==> src/rtl/pkg_cpu.sv <==
// CPU bus encodings shared by the spcpu core and its peripherals.
package pkg_cpu;

    typedef enum logic {
        cpu_data_acc_sz_8  = 1'b0,
        cpu_data_acc_sz_16 = 1'b1
    } cpu_data_acc_sz_t;

endpackage

==> src/rtl/spcpu_mem_ctrl_pkg.sv <==
// Types and byte-lane helper for the spcpu memory controller.
package pkg_mem_ctrl;

    typedef enum logic [1:0] {
        IDLE  = 2'd0,
        WAIT  = 2'd1,
        ISSUE = 2'd2,
        CAPT  = 2'd3
    } mem_ctrl_state_t;

    typedef logic mem_ctrl_phase_t;

    localparam int MEM_CTRL_MAX_WAIT_STATES = 15;

    typedef struct packed {
        logic [1:0]  byte_en;
        logic [15:0] wdata;
    } lane_drive_t;

    // Split phase 0 writes the low data byte into lane 1, phase 1 the high byte into lane 0.
    function automatic lane_drive_t lane_drive(input logic            is16,
                                               input logic            lane,
                                               input logic            split,
                                               input mem_ctrl_phase_t phase,
                                               input logic [15:0]     wdata);
        lane_drive_t d;
        d.byte_en = 2'b11;
        d.wdata   = wdata;
        if (!is16) begin
            d.byte_en = lane ? 2'b10 : 2'b01;
            d.wdata   = {wdata[7:0], wdata[7:0]};
        end else if (split) begin
            if (phase == 1'b0) begin
                d.byte_en = 2'b10;
                d.wdata   = {wdata[7:0], wdata[7:0]};
            end else begin
                d.byte_en = 2'b01;
                d.wdata   = {wdata[15:8], wdata[15:8]};
            end
        end else begin
            d.byte_en = 2'b11;
            d.wdata   = wdata;
        end
        return d;
    endfunction

endpackage

==> src/rtl/spcpu_mem_ctrl_wait_counter.sv <==
// Wait-state down-counter: load with WAIT_STATES, count down, done on the last wait cycle.
module mem_ctrl_wait_counter #(
    parameter int WAIT_STATES = 0
) (
    input  logic clk,
    input  logic reset,
    input  logic load,
    input  logic dec,
    output logic done
);

    localparam int CW = (WAIT_STATES > 0) ? $clog2(WAIT_STATES + 1) : 1;

    logic [CW-1:0] count_r;

    // Remaining wait cycles of the current phase.
    always_ff @(posedge clk or negedge reset) begin
        if (!reset) begin
            count_r <= '0;
        end else if (load) begin
            count_r <= CW'(WAIT_STATES);
        end else if (dec && (count_r != '0)) begin
            count_r <= count_r - CW'(1);
        end else begin
            count_r <= count_r;
        end
    end

    assign done = (count_r == CW'(1));

endmodule

==> src/rtl/spcpu_mem_ctrl.sv <==
// spcpu bus to 16-bit byte-enabled synchronous RAM: wait states, lane steering, unaligned split.
module spcpu_mem_ctrl
    import pkg_cpu::*;
    import pkg_mem_ctrl::*;
#(
    parameter int ADDR_WIDTH   = 16,
    parameter int WAIT_STATES  = 0,
    parameter int UNALIGNED_EN = 1
) (
    input  logic                  clk,
    input  logic                  reset,
    input  logic                  req_rdwr,
    input  logic [ADDR_WIDTH-1:0] addr_in,
    input  logic                  data_acc_sz,
    input  logic                  data_inout_we,
    input  logic [15:0]           write_data_in,
    output logic [15:0]           read_data_out,
    output logic                  data_ready,
    output logic                  busy,
    output logic                  misalign,
    output logic [ADDR_WIDTH-2:0] ram_addr,
    output logic [15:0]           ram_wdata,
    output logic [1:0]            ram_byte_en,
    output logic                  ram_we,
    input  logic [15:0]           ram_rdata
);

    localparam int              WORD_WIDTH  = ADDR_WIDTH - 1;
    localparam mem_ctrl_state_t ENTRY_STATE = (WAIT_STATES > 0) ? WAIT : ISSUE;

    mem_ctrl_state_t       state_r, next_state_s;
    mem_ctrl_phase_t       phase_r, phase_next_s;
    logic [ADDR_WIDTH-1:0] addr_r, src_addr_s;
    logic                  is16_r, we_r, split_r, mis_r;
    logic [15:0]           wdata_r, src_wdata_s;
    logic                  src_is16_s, src_we_s, src_split_s;
    logic                  accept_s, final_s, req_is16_s, req_split_s, req_mis_s;
    logic                  wait_load_s, wait_dec_s, wait_done_s;
    logic [7:0]            lo_byte_r;
    logic [15:0]           rdata_hold_r, assembled_s;
    logic [WORD_WIDTH-1:0] word_s;
    lane_drive_t           drive_s;
    logic                  data_ready_r, busy_r, misalign_r, ram_we_r;
    logic [WORD_WIDTH-1:0] ram_addr_r;
    logic [15:0]           ram_wdata_r;
    logic [1:0]            ram_byte_en_r;

    assign req_is16_s  = (data_acc_sz == cpu_data_acc_sz_16);
    assign req_split_s = (UNALIGNED_EN != 0) && req_is16_s && addr_in[0];
    assign req_mis_s   = (UNALIGNED_EN == 0) && req_is16_s && addr_in[0];
    assign final_s     = !split_r || (phase_r == 1'b1);
    assign wait_load_s = (next_state_s == WAIT) && (state_r != WAIT);
    assign wait_dec_s  = (state_r == WAIT);

    mem_ctrl_wait_counter #(.WAIT_STATES(WAIT_STATES)) u_wait (
        .clk   (clk),
        .reset (reset),
        .load  (wait_load_s),
        .dec   (wait_dec_s),
        .done  (wait_done_s)
    );

    // Next state, phase advance and request acceptance.
    always_comb begin
        next_state_s = state_r;
        phase_next_s = phase_r;
        accept_s     = 1'b0;
        case (state_r)
            IDLE: begin
                if (req_rdwr) begin
                    accept_s     = 1'b1;
                    phase_next_s = 1'b0;
                    next_state_s = ENTRY_STATE;
                end else begin
                    next_state_s = IDLE;
                end
            end
            WAIT: begin
                if (wait_done_s) begin
                    next_state_s = ISSUE;
                end else begin
                    next_state_s = WAIT;
                end
            end
            ISSUE: next_state_s = CAPT;
            CAPT: begin
                if (!final_s) begin
                    phase_next_s = 1'b1;
                    next_state_s = ENTRY_STATE;
                end else begin
                    next_state_s = IDLE;
                end
            end
            default: next_state_s = IDLE;
        endcase
    end

    // RAM drive is computed from the live bus in IDLE so ISSUE outputs can be registered.
    always_comb begin
        if (state_r == IDLE) begin
            src_addr_s  = addr_in;
            src_is16_s  = req_is16_s;
            src_we_s    = data_inout_we;
            src_wdata_s = write_data_in;
            src_split_s = req_split_s;
        end else begin
            src_addr_s  = addr_r;
            src_is16_s  = is16_r;
            src_we_s    = we_r;
            src_wdata_s = wdata_r;
            src_split_s = split_r;
        end
        drive_s = lane_drive(src_is16_s, src_addr_s[0], src_split_s, phase_next_s, src_wdata_s);
        word_s  = src_addr_s[ADDR_WIDTH-1:1] + WORD_WIDTH'(phase_next_s);
    end

    // Read result assembly from the RAM word returned during CAPT.
    always_comb begin
        if (!is16_r) begin
            assembled_s = {8'h00, (addr_r[0] ? ram_rdata[15:8] : ram_rdata[7:0])};
        end else if (split_r) begin
            assembled_s = {ram_rdata[7:0], lo_byte_r};
        end else begin
            assembled_s = ram_rdata;
        end
    end

    // State, latched request and captured read bytes.
    always_ff @(posedge clk or negedge reset) begin
        if (!reset) begin
            state_r      <= IDLE;
            phase_r      <= 1'b0;
            addr_r       <= '0;
            is16_r       <= 1'b0;
            we_r         <= 1'b0;
            wdata_r      <= 16'h0000;
            split_r      <= 1'b0;
            mis_r        <= 1'b0;
            lo_byte_r    <= 8'h00;
            rdata_hold_r <= 16'h0000;
        end else begin
            state_r <= next_state_s;
            phase_r <= phase_next_s;
            if (accept_s) begin
                addr_r  <= addr_in;
                is16_r  <= req_is16_s;
                we_r    <= data_inout_we;
                wdata_r <= write_data_in;
                split_r <= req_split_s;
                mis_r   <= req_mis_s;
            end
            if ((state_r == CAPT) && !final_s) begin
                lo_byte_r <= ram_rdata[15:8];
            end
            if ((state_r == CAPT) && final_s && !we_r) begin
                rdata_hold_r <= assembled_s;
            end
        end
    end

    // Registered bus and RAM outputs, aligned with the state they belong to.
    always_ff @(posedge clk or negedge reset) begin
        if (!reset) begin
            data_ready_r  <= 1'b0;
            busy_r        <= 1'b0;
            misalign_r    <= 1'b0;
            ram_addr_r    <= '0;
            ram_wdata_r   <= 16'h0000;
            ram_byte_en_r <= 2'b00;
            ram_we_r      <= 1'b0;
        end else begin
            data_ready_r <= (state_r == ISSUE) && final_s;
            busy_r       <= (next_state_s != IDLE);
            misalign_r   <= (state_r == ISSUE) && final_s && mis_r;
            if (next_state_s == ISSUE) begin
                ram_addr_r    <= word_s;
                ram_wdata_r   <= drive_s.wdata;
                ram_byte_en_r <= drive_s.byte_en;
                ram_we_r      <= src_we_s;
            end else begin
                ram_addr_r    <= '0;
                ram_wdata_r   <= 16'h0000;
                ram_byte_en_r <= 2'b00;
                ram_we_r      <= 1'b0;
            end
        end
    end

    // RAM data arrives only during CAPT, so the completing read is forwarded straight through.
    assign read_data_out = ((state_r == CAPT) && final_s && !we_r) ? assembled_s : rdata_hold_r;
    assign data_ready    = data_ready_r;
    assign busy          = busy_r;
    assign misalign      = misalign_r;
    assign ram_addr      = ram_addr_r;
    assign ram_wdata     = ram_wdata_r;
    assign ram_byte_en   = ram_byte_en_r;
    assign ram_we        = ram_we_r;

endmodule

==> config.mk <==
export PLATFORM = sky130hd
export DESIGN_NAME = spcpu_mem_ctrl
export DESIGN_NICKNAME = d
export VERILOG_FILES = /design/src/rtl/pkg_cpu.sv /design/src/rtl/spcpu_mem_ctrl_pkg.sv /design/src/rtl/spcpu_mem_ctrl_wait_counter.sv /design/src/rtl/spcpu_mem_ctrl.sv
export SDC_FILE = /design/constraint.sdc
export NUM_CORES = 1
export LEC_CHECK = 0
export ABC_CLOCK_PERIOD_IN_PS = 7100
export BUFFER_PORTS_ARGS = -buffer_cell sky130_fd_sc_hd__buf_4
export CORE_MARGIN = 2
export CORE_UTILIZATION = 44
export CTS_CLUSTER_DIAMETER = 30
export DETAILED_ROUTE_END_ITERATION = 10
export PLACE_DENSITY = 0.67
export SYNTH_ARGS = -nofsm -noshare
export SYNTH_HDL_FRONTEND = slang
export SYNTH_SLANG_ARGS = --single-unit
==> constraint.sdc <==
create_clock -name clk -period 7.1 [get_ports clk]
set_input_delay 1.065 -clock clk [delete_from_list [all_inputs] [get_ports clk]]
set_output_delay 1.065 -clock clk [all_outputs]
set_load 0.01 [all_outputs]
After elaboration in Yosys (flattened, before gate mapping)
Cells that the tools add are included.
- input bits: 53
- flip-flop bits (word level): 99
- output and inout port bits: 53
- $add $sub $neg: 2
- equality and inequality tests: 6
- reductions and logical operators: 14
- multiplexer cells: 28
- operator list (cell ; count):
    16-bit two-way mux ; 6
    18-bit two-way mux ; 3
    15-bit by 1-bit adder with 15-bit output ; 1
    15-bit two-way mux ; 1
    1-bit two-way mux ; 10
    2-bit two-way mux ; 5
    8-bit two-way mux ; 1
    2-bit one-hot mux with 4 select lines ; 1
    1-bit logical AND ; 7
    2-bit equality test, second input constant ; 3
    2-bit by 1-bit equality test with 1-bit output, second input constant ; 2
    2-bit nonzero test ; 2
    1-bit zero test ; 3
    2-bit zero test ; 1
    2-bit by 1-bit inequality test with 1-bit output, second input constant ; 1
    1-bit one-hot mux with 2 select lines ; 1
    1-bit logical OR ; 1
    1-bit subtractor, second input constant ; 1

Depth between registers and ports, before layout
- word-level depth: 8
- gate-level depth with buffers: 14

By module
Synthesis repeated with hierarchy kept, for this count alone.
- cells, all modules: 426
- area total of the unflattened synthesis: 4964.8 µm²
- modules (own cells, without submodules) (module ; cells an instance ; area an instance (µm²) ; instances):
    spcpu_mem_ctrl ; 424 ; 4927.2 ; 1
    mem_ctrl_wait_counter ; 2 ; 37.5 ; 1

Worst setup path after synthesis
Ideal clock, no wire load.
- path type: input -> register
- from: in req_rdwr
- to: reg ram_addr_r[4] (netlist: ram_addr[4])
- data arrival time: 2.617 ns
- buffers on the path: 1
- required time: 6.970 ns
- setup slack: 4.353 ns
- stages on the path: 10
- cells stage by stage: and2b_1 o21ai_1 nand2_1 ha_1 ha_1 and2_0 buf_2 nand2_1 xor2_1 a211oi_2
- longest elaborated chain between the ends: 4
- elaborated cells between the ends (all ways): 7
- those cells by class: add/sub: 1; eq/ne: 1; mux: 5
- RTL lines (what ; line ; source):
    start: declaration ; spcpu_mem_ctrl.sv:12 ; input logic req_rdwr,
    1-bit two-way mux ; spcpu_mem_ctrl.sv:70 ; if (req_rdwr) begin
    1-bit one-hot mux with 2 select lines ; spcpu_mem_ctrl.sv:68 ; case (state_r)
    net phase_next_s ; spcpu_mem_ctrl.sv:32 ; mem_ctrl_phase_t phase_r, phase_next_s;
    15-bit by 1-bit adder with 15-bit output ; spcpu_mem_ctrl.sv:114 ; word_s = src_addr_s[ADDR_WIDTH-1:1] + WORD_WIDTH'(phase_next_s);
    15-bit two-way mux ; spcpu_mem_ctrl.sv:175 ; if (next_state_s == ISSUE) begin
    end signal: assignment ; spcpu_mem_ctrl.sv:176 ; ram_addr_r <= word_s;
    end: declaration ; spcpu_mem_ctrl.sv:44 ; logic [WORD_WIDTH-1:0] ram_addr_r;
The timed path passes the listed nets, and every way through them passes these cells.
A chain may end at the register's enable or synchronous reset.

Worst setup path after layout
- from: reg split_r
- to: out read_data_out[2]
- longest elaborated chain between the ends: 5
- elaborated cells between the ends (all ways): 7
- those cells by class: mux: 3; reduce/logical: 4
- RTL lines (what ; line ; source):
    start: declaration ; spcpu_mem_ctrl.sv:34 ; logic is16_r, we_r, split_r, mis_r;
    start signal: assignment ; spcpu_mem_ctrl.sv:149 ; split_r <= req_split_s;
    1-bit zero test ; spcpu_mem_ctrl.sv:51 ; assign final_s = !split_r || (phase_r == 1'b1);
    1-bit logical OR ; spcpu_mem_ctrl.sv:51 ;
    1-bit logical AND (2 in series) ; spcpu_mem_ctrl.sv:190 ; assign read_data_out = ((state_r == CAPT) && final_s && !we_r) ? assembled_s : rdata_hold_r;
    16-bit two-way mux (*) ; -- ;
    end: declaration ; spcpu_mem_ctrl.sv:17 ; output logic [15:0] read_data_out,
Every way passes the cells marked *; elsewhere a longest branch is shown, timed or not.

==> reports/metrics.cfg <==
[cells_and_area]
layout.nets = 565
area_growth_pct = 20.3
drive_gt1_frac = 0.386
multi_input_area_um2 = 2270
register_area_um2 = 2480
fillerInstances = 973
diodes = 0

[critical_path]
critPathLaunchType = flip-flop
worstPathArrival_ns = 2.93
critPathSlowestCell = dfrtp_1
r2r-start = state_r[0]
crit_family = flip-flops
critPathMaxStageDelay_ns = 1.05
cp-end-kind = primary output
cp_max_fo = 32
path_cells = nand2b_1 -> nand3b_1 -> o21ai_0 -> buf_4
path_buf_inv = 1
crit_cells = 4
r2r-end = ram_addr[4]
reg2reg_slack_ns = 4.14
worstPathRequired_ns = 6.03
worstSetupPathType = flip-flop to primary output
startpoint = split_r
cp-endpoint = read_data_out[2]
reg2reg_depth = 10

[timing]
finalWorstSetupSlack_ns = 3.11
hold_viol = 0
setup-tns-final_ns = 0
slew-limit-headroom = 0.277
post-route-min-period_ns = 3.99
finalSetupViolCount = 0
drv_slew = 0
worst_pin_slew_ns = 1.08
period_share = 0.562
rsz0062_at_grt = no
fmax_mhz = 250
finClkSkew_ns = 0.0133

[synthesis]
synth_mux_area_frac = 0.196
synth_edf_count = 0
synth_xor_xnor_area_share = 0.0143
synth_top_family_by_area = multiplexers
syn_inst = 411
synth-async-reset-ratio = 1.00
syn_avg_cell_area_um2 = 12.0
ys_warn_count = 0
synthesis.area_um2 = 4910
synth_flop_cell = dfrtp_1
synth_area_leader_cell = dfrtp_1
synthesis.nets = 470
synthAdderAreaFrac = 0.0153
synth-simple-area-share = 0.118
ys_top_cells_by_area = dfrtp_1 50%, mux2_2 13%, mux2i_1 6.5%
synth.top_cell.area_share = 0.504
synth.distinct_cells = 53
seq_area_frac_synth = 0.504
ys_ff_latch = 99
synth-compound-area-share = 0.116

[route]
antenna_left = 0
via_per_inst = 5.35
drt_iter0_markers = 123
vias = 3480
wl_per_cell_um = 16.7
dr.pass1.iters = 4
drc = 0
wl_um = 10800

[clocking]
cts_setup_buffers = 0
cts_tree = yes
root_buffer = clkbuf_8
clk_path_buf_depth = 2
post_cts_resized = 0
clkSinkCount = 99
clkTransAtPathRegs_ns = 0.09
holdBufCountCts = 0
h-tree-depth = 3
cts_buffers = 9
insertion_delay_ns = 0.37

[power_and_ir_drop]
powerDensity_nw_per_um2 = 423
p_leak_uw = 0.00275
ir_drop_mv = 0.213

[floorplan]
placeableCoreArea_um2 = 10900
ios = 106
die_h_um = 110
dieArea_um2 = 12000
die_x_um = 110
start_util = 0.451
rows = 38

[hold_path]
hold_path_class = flip-flop to flip-flop

[placed_design]
pre_cts_slack_ns = 3.51
portBuffers = 104
place.gp.congestion = 0.831
dp_hpwl_um = 7560

[global_routing]
antenna_found_initial = 0
grt_pass1_wl_um = 17900
grt_pass1_vias = 3564
grt_max_degree = 67
grt_overflow = 0
grtUsageTotal = 0.198

[flow_run]
drv_cap = 0

[status]
status = completed

## cell families (layout without fill, tap and decap cells)
group / count (synthesis) / count (layout)
AOI/OAI and AO/OA: 74 / 74
xor gates and xnor gates: 8 / 8
adders and majority gates: 6 / 6
buffers and inverters: 29 / 128
DFF: 99 / 99
muxes: 89 / 89
other: 1 / 1
and+or+nand+nor: 105 / 105
## how the worst min path moves through the flow
stage | startpoint | end | slack [ns] | cells after the start
floorplan | wdata_r[10] | wdata_r[10] | 0.47 | 1
CTS | wdata_r[12] | wdata_r[12] | 0.51 | 1
detailed placement | wdata_r[12] | wdata_r[12] | 0.49 | 1
global placement | rdata_hold_r[6] | rdata_hold_r[6] | 0.48 | 2
finish | wdata_r[12] | wdata_r[12] | 0.50 | 1
global route | wdata_r[12] | wdata_r[12] | 0.52 | 1
## flip-flops by register name, indices dropped and copies added, names as in the netlist
| register | flops |
|---|---|
| ram_byte_en | 2 |
| ram_addr | 15 |
| addr_r | 16 |
| ram_wdata | 16 |
| u_wait.done | 1 |
| ram_we | 1 |
| is16_r | 1 |
| data_ready | 1 |
| split_r | 1 |
| lo_byte_r | 8 |
| phase_r | 1 |
| rdata_hold_r | 16 |
| we_r | 1 |
| wdata_r | 16 |
| busy | 1 |
| state_r | 2 |
## metal layers
layer  share of wire  GRT usage  wire length [um]
met2            0.50      0.328              5440
met3           0.051     0.0569               548
met4           0.015     0.0651               163
met5               0          0                 0
met1            0.43      0.249              4670
## placed cells by master, fill, tap and decap left out, types with 4 or more instances in the layout
master	netlist	layout
buf_4	3	108
dfrtp_1	99	99
mux2_2	55	55
mux2i_1	32	32
nand2_1	29	29
nor2_1	21	21
o21ai_0	19	19
a221oi_1	15	15
clkbuf_8	0	10
a211oi_1	9	9
nor2b_1	9	9
nand3_1	9	9
a22o_1	8	8
xnor2_1	6	6
nor3_1	6	6
ha_1	6	5
nand2b_1	4	4
o21ai_1	4	4
## synthesized netlist by cell type, types with 7 or more instances
library cell,instances
buf_2,9
nor2b_1,9
a22o_1,8
a221oi_1,15
mux2i_1,32
nand3_1,9
mux2_2,55
dfrtp_1,99
nand2_1,29
nor2_1,21
clkbuf_1,7
a211oi_1,9
o21ai_0,19
## final cells by class
type                       count  area share
inverter                       5     0.00318
clock inverter                 3     0.00254
clock buffer                  12      0.0246
tap                          140      0.0296
multi-input combinational    283       0.384
timing repair buffer         108       0.137
sequential                    99       0.419
## power by group
group	internal (uW)	switching [uW]
clock network	134	186
registers	797	162
logic	600	621
total	1530	969
## worst reg2reg max path, stage by stage (launching register included)
cell      delay, ns
dfrtp_1        0.43
inv_1          0.11
ha_2           0.18
buf_4          0.59
mux2_2         0.42
ha_1           0.18
ha_1           0.20
and2_0         0.29
nand2_1        0.15
xor2_1         0.19
a211oi_2       0.09
## per-stage QoR
stage | hold WS [ns] | utilization | cells | cell area [um2] | power, uW
after global routing | 0.520 | 0.543 | 650 | 5910 | 2710
final | 0.502 | 0.543 | 650 | 5910 | 2500
after detailed placement | 0.485 | 0.528 | 635 | 5750 | 2200
after CTS | 0.506 | 0.543 | 650 | 5910 | 2530
after floorplan | 0.471 | - | 411 | 4910 | 1840
after global placement | 0.476 | 0.528 | 635 | 5750 | 2160
Note: power is estimated with default switching activity, not from simulation.
